--- src/rtl/bcd_ctrl_pkg.sv ---
// Shared types and constants for the BCD decade run controller.
package bcd_ctrl_pkg;

  // Controller run states
  typedef enum logic [1:0] {
    S_IDLE = 2'd0,
    S_RUN  = 2'd1,
    S_HOLD = 2'd2,
    S_DONE = 2'd3
  } state_t;

  localparam logic [3:0] BCD_MAX  = 4'd9;
  localparam logic [3:0] BCD_ZERO = 4'd0;

  // Bits needed to hold 0..value-1; never less than one so a prescale of 1
  // still yields a legal (constant zero) register.
  function automatic int clog2(input int value);
    int w;
    w = 0;
    while ((1 << w) < value) begin
      w = w + 1;
    end
    if (w < 1) begin
      w = 1;
    end
    return w;
  endfunction

endpackage

--- src/rtl/bcd_digit.sv ---
// Single BCD decade register: increments 0..9 and wraps, with a carry-out flag.
module bcd_digit
  import bcd_ctrl_pkg::*;
(
  input  logic       clk,
  input  logic       rst,
  input  logic       clr,
  input  logic       en,
  output logic [3:0] q,
  output logic       is9
);

  logic [3:0] q_reg;

  // Digit register; anything at or above 9 folds to zero so no invalid code survives
  always_ff @(posedge clk) begin
    if (rst || clr) begin
      q_reg <= BCD_ZERO;
    end else if (en) begin
      q_reg <= (q_reg >= BCD_MAX) ? BCD_ZERO : q_reg + 4'd1;
    end
  end

  assign q   = q_reg;
  assign is9 = (q_reg == BCD_MAX);

endmodule

--- src/rtl/bcd_decade_ctrl.sv ---
// Run controller for a multi-decade BCD counter: prescaler, carry-chain enables,
// limit/overflow detection and the IDLE/RUN/HOLD/DONE sequencing.
module bcd_decade_ctrl
  import bcd_ctrl_pkg::*;
#(
  parameter int DECADES  = 4,
  parameter int PRESCALE = 10,
  parameter int ROLLOVER = 0
) (
  input  logic                   clk,
  input  logic                   rst,
  input  logic                   start,
  input  logic                   stop,
  input  logic                   clear,
  input  logic [4*DECADES-1:0]   limit,
  output logic [4*DECADES-1:0]   count,
  output logic [DECADES-1:0]     digit_en,
  output logic                   running,
  output logic                   done,
  output logic                   ovf
);

  localparam int             PW         = clog2(PRESCALE);
  localparam logic [PW-1:0]  PRESC_LAST = PW'(PRESCALE - 1);

  state_t              state_reg, state_next;
  logic [PW-1:0]       presc_reg, presc_next;
  logic                ovf_reg;

  logic [DECADES:0]    carry;
  logic [DECADES-1:0]  is9;
  logic [DECADES-1:0]  inc_en;
  logic [4*DECADES-1:0] count_next;
  logic                tick;
  logic                all9;
  logic                hold_top;
  logic                limit_hit;

  assign tick     = (state_reg == S_RUN) && (presc_reg == PRESC_LAST);
  assign carry[0] = 1'b1;
  assign all9     = carry[DECADES];
  // Without rollover the all-9s tick must leave the count parked at all-9s
  assign hold_top = all9 && (ROLLOVER == 0);

  genvar gi;
  generate
    for (gi = 0; gi < DECADES; gi++) begin : g_decade
      assign carry[gi+1]  = carry[gi] & is9[gi];
      assign digit_en[gi] = tick & carry[gi];
      assign inc_en[gi]   = digit_en[gi] & ~hold_top;

      bcd_digit u_digit (
        .clk (clk),
        .rst (rst),
        .clr (clear),
        .en  (inc_en[gi]),
        .q   (count[4*gi +: 4]),
        .is9 (is9[gi])
      );

      // Value this decade will hold after the edge, used for the limit compare
      assign count_next[4*gi +: 4] = inc_en[gi]
                                   ? (is9[gi] ? BCD_ZERO : count[4*gi +: 4] + 4'd1)
                                   : count[4*gi +: 4];
    end
  endgenerate

  // count_next is always valid BCD, so a limit nibble above 9 can never match
  assign limit_hit = tick && (count_next == limit);

  // Next-state logic: clear overrides everything, stop beats start, DONE is sticky
  always_comb begin
    state_next = state_reg;
    if (clear) begin
      state_next = S_IDLE;
    end else begin
      case (state_reg)
        S_IDLE: if (start && !stop) state_next = S_RUN;
        S_RUN: begin
          if (limit_hit || (tick && hold_top)) begin
            state_next = S_DONE;
          end else if (stop) begin
            state_next = S_HOLD;
          end
        end
        S_HOLD: if (start && !stop) state_next = S_RUN;
        S_DONE: state_next = S_DONE;
        default: state_next = S_IDLE;
      endcase
    end
  end

  // Prescaler advances only in RUN; IDLE keeps it zero so RUN entry starts fresh
  always_comb begin
    presc_next = presc_reg;
    if (clear || (state_reg == S_IDLE)) begin
      presc_next = '0;
    end else if (state_reg == S_RUN) begin
      presc_next = tick ? '0 : presc_reg + PW'(1);
    end
  end

  // State, prescaler and overflow pulse registers
  always_ff @(posedge clk) begin
    if (rst) begin
      state_reg <= S_IDLE;
      presc_reg <= '0;
      ovf_reg   <= 1'b0;
    end else begin
      state_reg <= state_next;
      presc_reg <= presc_next;
      ovf_reg   <= tick && all9 && !clear;
    end
  end

  assign running = (state_reg == S_RUN);
  assign done    = (state_reg == S_DONE);
  assign ovf     = ovf_reg;

endmodule

--- config.mk ---
export PLATFORM = sky130hd
export DESIGN_NAME = bcd_decade_ctrl
export DESIGN_NICKNAME = d
export VERILOG_FILES = /design/src/rtl/bcd_ctrl_pkg.sv /design/src/rtl/bcd_digit.sv /design/src/rtl/bcd_decade_ctrl.sv
export SDC_FILE = /design/constraint.sdc
export NUM_CORES = 1
export LEC_CHECK = 0
export ABC_CLOCK_PERIOD_IN_PS = 4400
export CORE_ASPECT_RATIO = 1.25
export CORE_UTILIZATION = 40
export DETAILED_ROUTE_END_ITERATION = 10
export PLACE_DENSITY = 0.65
export SLEW_MARGIN = 20
export SYNTH_ARGS = -nofsm -noshare
export SYNTH_HDL_FRONTEND = slang
export SYNTH_HIERARCHICAL = 1
export SYNTH_SLANG_ARGS = --single-unit
--- constraint.sdc ---
create_clock -name clk -period 4.4 [get_ports clk]
set_clock_uncertainty 0.15 [all_clocks]
set_input_delay 1.32 -clock clk [delete_from_list [all_inputs] [get_ports clk]]
set_output_delay 1.32 -clock clk [all_outputs]
set_load 0.05 [all_outputs]
==> impl_metrics.json, run 1 <==
{
  "design.portCount": 44,
  "most_frequent_cells_after_synthesis": "sky130_fd_sc_hd__nor2_1 (25), sky130_fd_sc_hd__dfxtp_1 (23), sky130_fd_sc_hd__inv_1 (22), sky130_fd_sc_hd__ha_1 (18), sky130_fd_sc_hd__nand2_1 (14)",
  "finalSetupTns_ps": 0,
  "fin_crit_sh_pct": 92.8,
  "final_layout_size_suffix_gt1_share_pct": 4.75,
  "synth_enable_flop_cells": 0,
  "timing.rr.start": "g_decade[2].u_digit/q[0]$_SDFFE_PP0P_",
  "drt-vias-per-instance": 5.60,
  "run_status": "completed",
  "worst_pin_slew_ps": 504,
  "finalHoldViolCount": 0,
  "slew_headroom_pct": 66.3,
  "critPathArrivalTime_ps": 2610,
  "worst_hold_slack_ps": 403,
  "setup_viol_count_final": 0,
  "vdd_ir_drop_max_uv": 73.9,
  "synth_nets": 289,
  "place_hpwl_um": 3910,
  "most_repeated_cell_in_the_gate_level_netlist_after_synthesis": "sky130_fd_sc_hd__nor2_1",
  "antenna_cells": 0,
  "period_minus_slack_ps": 4080,
  "maxCapViolCount": 0,
  "master_cell_of_the_clock_root_buffer": "sky130_fd_sc_hd__clkbuf_8",
  "wl_um": 5230,
  "crit_path_max_fanout": 12,
  "worst_path_max_delay_cell": "sky130_fd_sc_hd__clkdlybuf4s50_1",
  "worst_setup_path_start_kind": "flop",
  "postCtsSetupRepairBufs": 0,
  "worst_setup_hold_path_clk_slew_ps": 90,
  "h-tree-depth": 1,
  "worstSetupEndpointType": "output pin",
  "avgSynthCellArea_um2": 8.18,
  "cts_hold_repair.buffers": 0,
  "holdCritPathClass": "flop to flop",
  "cts_made_buffers": 3,
  "grt_max_degree": 15,
  "design.die.area_mm2": 0.00541,
  "final_net_count": 335,
  "ys_types": 55,
  "synth.yosys.seq_area_share_pct": 22.5,
  "finalCoreUtilization_pct": 53.8,
  "holdPathStages": 2,
  "die-height_um": 82.0,
  "drcViolationCount": 0,
  "setup_ws_ps": 318,
  "worst_hold_path.endpoint": "presc_reg[3]$_SDFFE_PP0N_",
  "gp_routability_congestion": 0.886,
  "largest_register_ffs": 16,
  "synthesis.yosys.warnings": 6,
  "synthFlopType": "sky130_fd_sc_hd__dfxtp_1",
  "first_pass_grt_wire_length_um": 8220,
  "async_reset_ff_share_pct": 0,
  "critPathKind": "flop to output pin",
  "drt-wirelength-per-cell_um": 14.7,
  "max_freq_mhz": 245,
  "finalInstanceArea_mm2": 0.00260,
  "cts_tree": "yes",
  "cells_resized_by_post_cts_repair": 0,
  "layout-area-overhead-vs-synth_pct": 27.1,
  "reg2regPathDepth": 9,
  "std_cell_core_area_mm2": 0.00483,
  "grt_setup_unrepaired": "no",
  "clk_latency_ps": 270,
  "post_synth_main_area_contributors": "sky130_fd_sc_hd__dfxtp_1 (23%), sky130_fd_sc_hd__ha_1 (11%), sky130_fd_sc_hd__xor2_1 (5.1%), sky130_fd_sc_hd__xnor2_1 (4.7%), sky130_fd_sc_hd__nor2_1 (4.6%)",
  "dr.pass1.iters": 4,
  "cp_required_ps": 2930,
  "buffer_ports.inserted": 43,
  "grt_antenna_before_repair": 0,
  "number_of_standard_cells_after_synthesis": 250,
  "row_count": 28,
  "globalRouteOverflowTotal": 0,
  "cts.sink_count": 23,
  "grt_pass1_vias": 1744,
  "ant_nets_after_route": 0,
  "power.leakage_nw": 1.05,
  "reg2reg_setup_slack_ps": 1180,
  "synth.cell_area_mm2": 0.00205,
  "floorplan.initialDensity_pct": 42.3,
  "horizontal_die_dimension_um": 66.0,
  "cts_buffer_depth": 2,
  "routed-via-count": 1987,
  "min_from": "presc_reg[3]$_SDFFE_PP0N_",
  "netlist.area_leader.share_pct": 22.5,
  "cp_slowest_stage_delay_ps": 860,
  "timing.critical_path.cells": "ha_1 -> and3b_1 -> nand4b_4 -> nor2_1 -> clkdlybuf4s50_1",
  "dr.first_iter.drc_count": 129,
  "timing_max_transition_violations_final": 0,
  "globalRouteTotalUtil_pct": 19.7,
  "r2r-end": "state_reg[1]$_SDFFE_PP0P_",
  "netlist.top_cell.by_area": "sky130_fd_sc_hd__dfxtp_1",
  "postSynthRegisterBits": 23,
  "power_per_cell_area_mw_per_mm2": 151,
  "place_worst_setup_slack_ps": 633,
  "dpl-instance-area_mm2": 0.00255
}
==> critical path: cells and delay by family (launching register included) <==
family / cells / cell delay (ps)
flip-flops: 1 / 590
adder cells (fa/ha/maj): 1 / 230
buffers and inverters: 1 / 860
AND/OR/NAND/NOR: 3 / 660
==> cell usage in the layout (no fill, tap or decap), drive strengths merged, types with 7 or more instances in the layout <==
master,count
dfxtp,23
ha,18
inv,22
nor2,25
xnor2,11
nand3,7
nand4,7
xor2,12
nand2,14
clkdlybuf4s50,43
==> worst max path at each step <==
stage                             end                                   from  slack, ps
final                     digit_en[2]  g_decade[1].u_digit/q[0]$_SDFFE_PP0P_        320
after global routing      digit_en[2]  g_decade[1].u_digit/q[0]$_SDFFE_PP0P_        170
after detailed placement  digit_en[2]  g_decade[1].u_digit/q[0]$_SDFFE_PP0P_        630
after floorplan           digit_en[2]  g_decade[0].u_digit/q[0]$_SDFFE_PP0P_        720
after global placement    digit_en[2]  g_decade[1].u_digit/q[0]$_SDFFE_PP0P_        620
after CTS                 digit_en[2]  g_decade[1].u_digit/q[0]$_SDFFE_PP0P_        310
==> metrics by stage <==
stage	instances	power (W)
3_3_place_gp	351	0.000259
2_1_floorplan	250	0.000230
3_5_place_dp	351	0.000258
6_report	355	0.000392
5_1_grt	355	0.000407
4_1_cts	355	0.000399
==> routing by layer <==
layer	routed length, um	part of all wire [%]	global-route usage [%]
met1	2360	45	25.5
met2	2590	49	33.9
met3	240	4.6	2.36
met5	0	0	0
met4	45	0.86	5.74
==> power breakdown <==
part	total, W	switching, W	internal [W]
logic	0.0000452	0.0000196	0.0000256
registers	0.000208	0.000000247	0.000208
clock network	0.000139	0.0000739	0.0000648
==> area by class of cell <==
type,count,area (um2)
Inverter,22,82.6
Timing Repair Buffer,49,475
Multi-Input combinational cell,197,1460
Fill cell,479,2230
Sequential cell,23,460
Clock buffer,4,45.0
Tap cell,60,75.1
==> logic make-up (layout without fill, tap and decap cells) <==
kind of cell | Yosys count | after routing | synth area share (%)
buf+inv | 30 | 75 | 6.05
mux | 6 | 6 | 2.94
flops | 23 | 23 | 22.5
compound gates | 44 | 44 | 17.1
simple gates | 106 | 106 | 30.5
xor+xnor | 23 | 23 | 9.85
fa+ha+maj | 18 | 18 | 11.0
Power figures use the tool's default switching activity.
==> inputs of run 2 (changes only) <==
--- a/config.mk
+++ b/config.mk
@@ -9,7 +9,8 @@
 export CORE_ASPECT_RATIO = 1.25
 export CORE_UTILIZATION = 40
 export DETAILED_ROUTE_END_ITERATION = 10
-export PLACE_DENSITY = 0.65
+export DONT_BUFFER_PORTS = 1
+export PLACE_DENSITY = 0.54
 export SLEW_MARGIN = 20
 export SYNTH_ARGS = -nofsm -noshare
 export SYNTH_HDL_FRONTEND = slang
==> run 2 against run 1 <==
Net effect:
- fmax increased by 4.4%
- sequential cell count is the same
- routed wire length grew 0.65%
- clock power about the same
- core utilization is 8.3 points lower
- global-route usage grew 0.70 points
- register-to-register slack worse by 370 ps
- sequential power hardly changed
- hold slack got worse by 20 ps
- via count decreased by 7.2%
==> impl_metrics.json, run 2 (synthesis results as in run 1) <==
{
  "run_status": "completed",
  "cts.sink_count": 23,
  "final_net_count": 296,
  "holdCritPathClass": "flop to flop",
  "wl_um": 5270,
  "dr.pass1.iters": 4,
  "cts_made_buffers": 3,
  "worst_pin_slew_ps": 789,
  "multiInputGateArea_mm2": 0.00146,
  "layout-area-overhead-vs-synth_pct": 7.52,
  "row_count": 28,
  "fillerInstances": 497,
  "worst_setup_hold_path_clk_slew_ps": 90,
  "worstSetupEndpointType": "output pin",
  "ant_nets_after_route": 0,
  "postCtsSetupRepairBufs": 0,
  "worst_setup_path_start_kind": "flop",
  "horizontal_die_dimension_um": 66.0,
  "grt_max_degree": 16,
  "power.leakage_nw": 0.918,
  "timing_max_transition_violations_final": 0,
  "cts_hold_repair.buffers": 0,
  "cells_resized_by_post_cts_repair": 0,
  "design.die.area_mm2": 0.00541,
  "drt-vias-per-instance": 5.84,
  "floorplan.initialDensity_pct": 42.3,
  "drcViolationCount": 0,
  "first_pass_grt_wire_length_um": 8400,
  "place_hpwl_um": 3910,
  "final_common_cell": "sky130_fd_sc_hd__nor2_1",
  "antenna_cells": 0,
  "cts_tree": "yes",
  "drt-wirelength-per-cell_um": 16.7,
  "largest_register_ffs": 16,
  "globalRouteOverflowTotal": 0,
  "cp_required_ps": 2930,
  "clk_latency_ps": 270,
  "grt_setup_unrepaired": "no",
  "sequential_cell_area_um2": 460,
  "slew_headroom_pct": 47.3,
  "buffer_ports.inserted": 0,
  "grt_pass1_vias": 1781,
  "vdd_ir_drop_max_uv": 96.4,
  "crit_path_max_fanout": 15,
  "std_cell_core_area_mm2": 0.00483,
  "finalSetupTns_ps": 0,
  "critPathKind": "flop to output pin",
  "routed-via-count": 1844,
  "globalRouteTotalUtil_pct": 20.4,
  "max_freq_mhz": 256,
  "fin_crit_sh_pct": 88.9,
  "die-height_um": 82.0,
  "grt_antenna_before_repair": 0,
  "dr.first_iter.drc_count": 73,
  "cts_buffer_depth": 2,
  "master_cell_of_the_clock_root_buffer": "sky130_fd_sc_hd__clkbuf_8",
  "design.portCount": 44,
  "final_layout_size_suffix_gt1_share_pct": 7.03,
  "critPathArrivalTime_ps": 2440,
  "h-tree-depth": 1,
  "most_frequent_cells_in_the_layout": "sky130_fd_sc_hd__nor2_1 (25), sky130_fd_sc_hd__dfxtp_1 (23), sky130_fd_sc_hd__inv_1 (22)",
  "maxCapViolCount": 0,
  "finalHoldViolCount": 0,
  "period_minus_slack_ps": 3910,
  "power_per_cell_area_mw_per_mm2": 168,
  "dpl-instance-area_mm2": 0.00215,
  "finalInstanceArea_mm2": 0.00220,
  "setup_viol_count_final": 0,
  "gp_routability_congestion": 0.787
}
-- run 2: report_power, final --
part           internal, W  switching [W]
Sequential        0.000208    0.000000744
Combinational   0.00000990     0.00000999
Clock            0.0000648      0.0000754
Total             0.000283      0.0000861
-- run 2: per-layer routing --
metal | share of wire, % | routed length [um] | global-route usage [%] | vias to the layer above
met5 | 0 | 0 | 0 | -
met4 | 1.7 | 87 | 7.66 | 0
met3 | 4.7 | 246 | 3.89 | 8
met2 | 50 | 2660 | 36.6 | 38
met1 | 43 | 2280 | 23.6 | 872
li1 | - | - | - | 926
-- run 2: layout make-up --
| type | count | area share [%] |
|---|---|---|
| Tap cell | 60 | 3.41 |
| Sequential cell | 23 | 20.9 |
| Timing Repair Buffer | 10 | 3.41 |
| Inverter | 22 | 3.75 |
| Clock buffer | 4 | 2.05 |
| Multi-Input combinational cell | 197 | 66.4 |
-- run 2: metrics by stage --
step	util, %	power (W)	setup WS [ps]	std cells	hold WS [ps]
after floorplan	-	0.000230	715	250	338
after global routing	45.5	0.000387	379	316	420
final	45.5	0.000369	490	316	383
after global placement	44.6	0.000234	812	312	372
after detailed placement	44.6	0.000234	800	312	373
after CTS	45.5	0.000376	490	316	388
-- run 2: worst paths after layout --
path / start / endpoint / slack (ps) / cells past startpoint
max: g_decade[0].u_digit/q[3]$_SDFFE_PP0P_ / digit_en[3] / 490 / 3
min reg2reg: presc_reg[2]$_SDFFE_PP0N_ / presc_reg[2]$_SDFFE_PP0N_ / 380 / 2
min: presc_reg[2]$_SDFFE_PP0N_ / presc_reg[2]$_SDFFE_PP0N_ / 380 / 2
max reg2reg: g_decade[0].u_digit/q[3]$_SDFFE_PP0P_ / state_reg[1]$_SDFFE_PP0P_ / 810 / 8
-- run 2: critical path, cell delays in order (launching register included) --
cell	delay, ps
sky130_fd_sc_hd__dfxtp_1	740
sky130_fd_sc_hd__and3b_1	620
sky130_fd_sc_hd__and4b_1	320
sky130_fd_sc_hd__and3_1	490
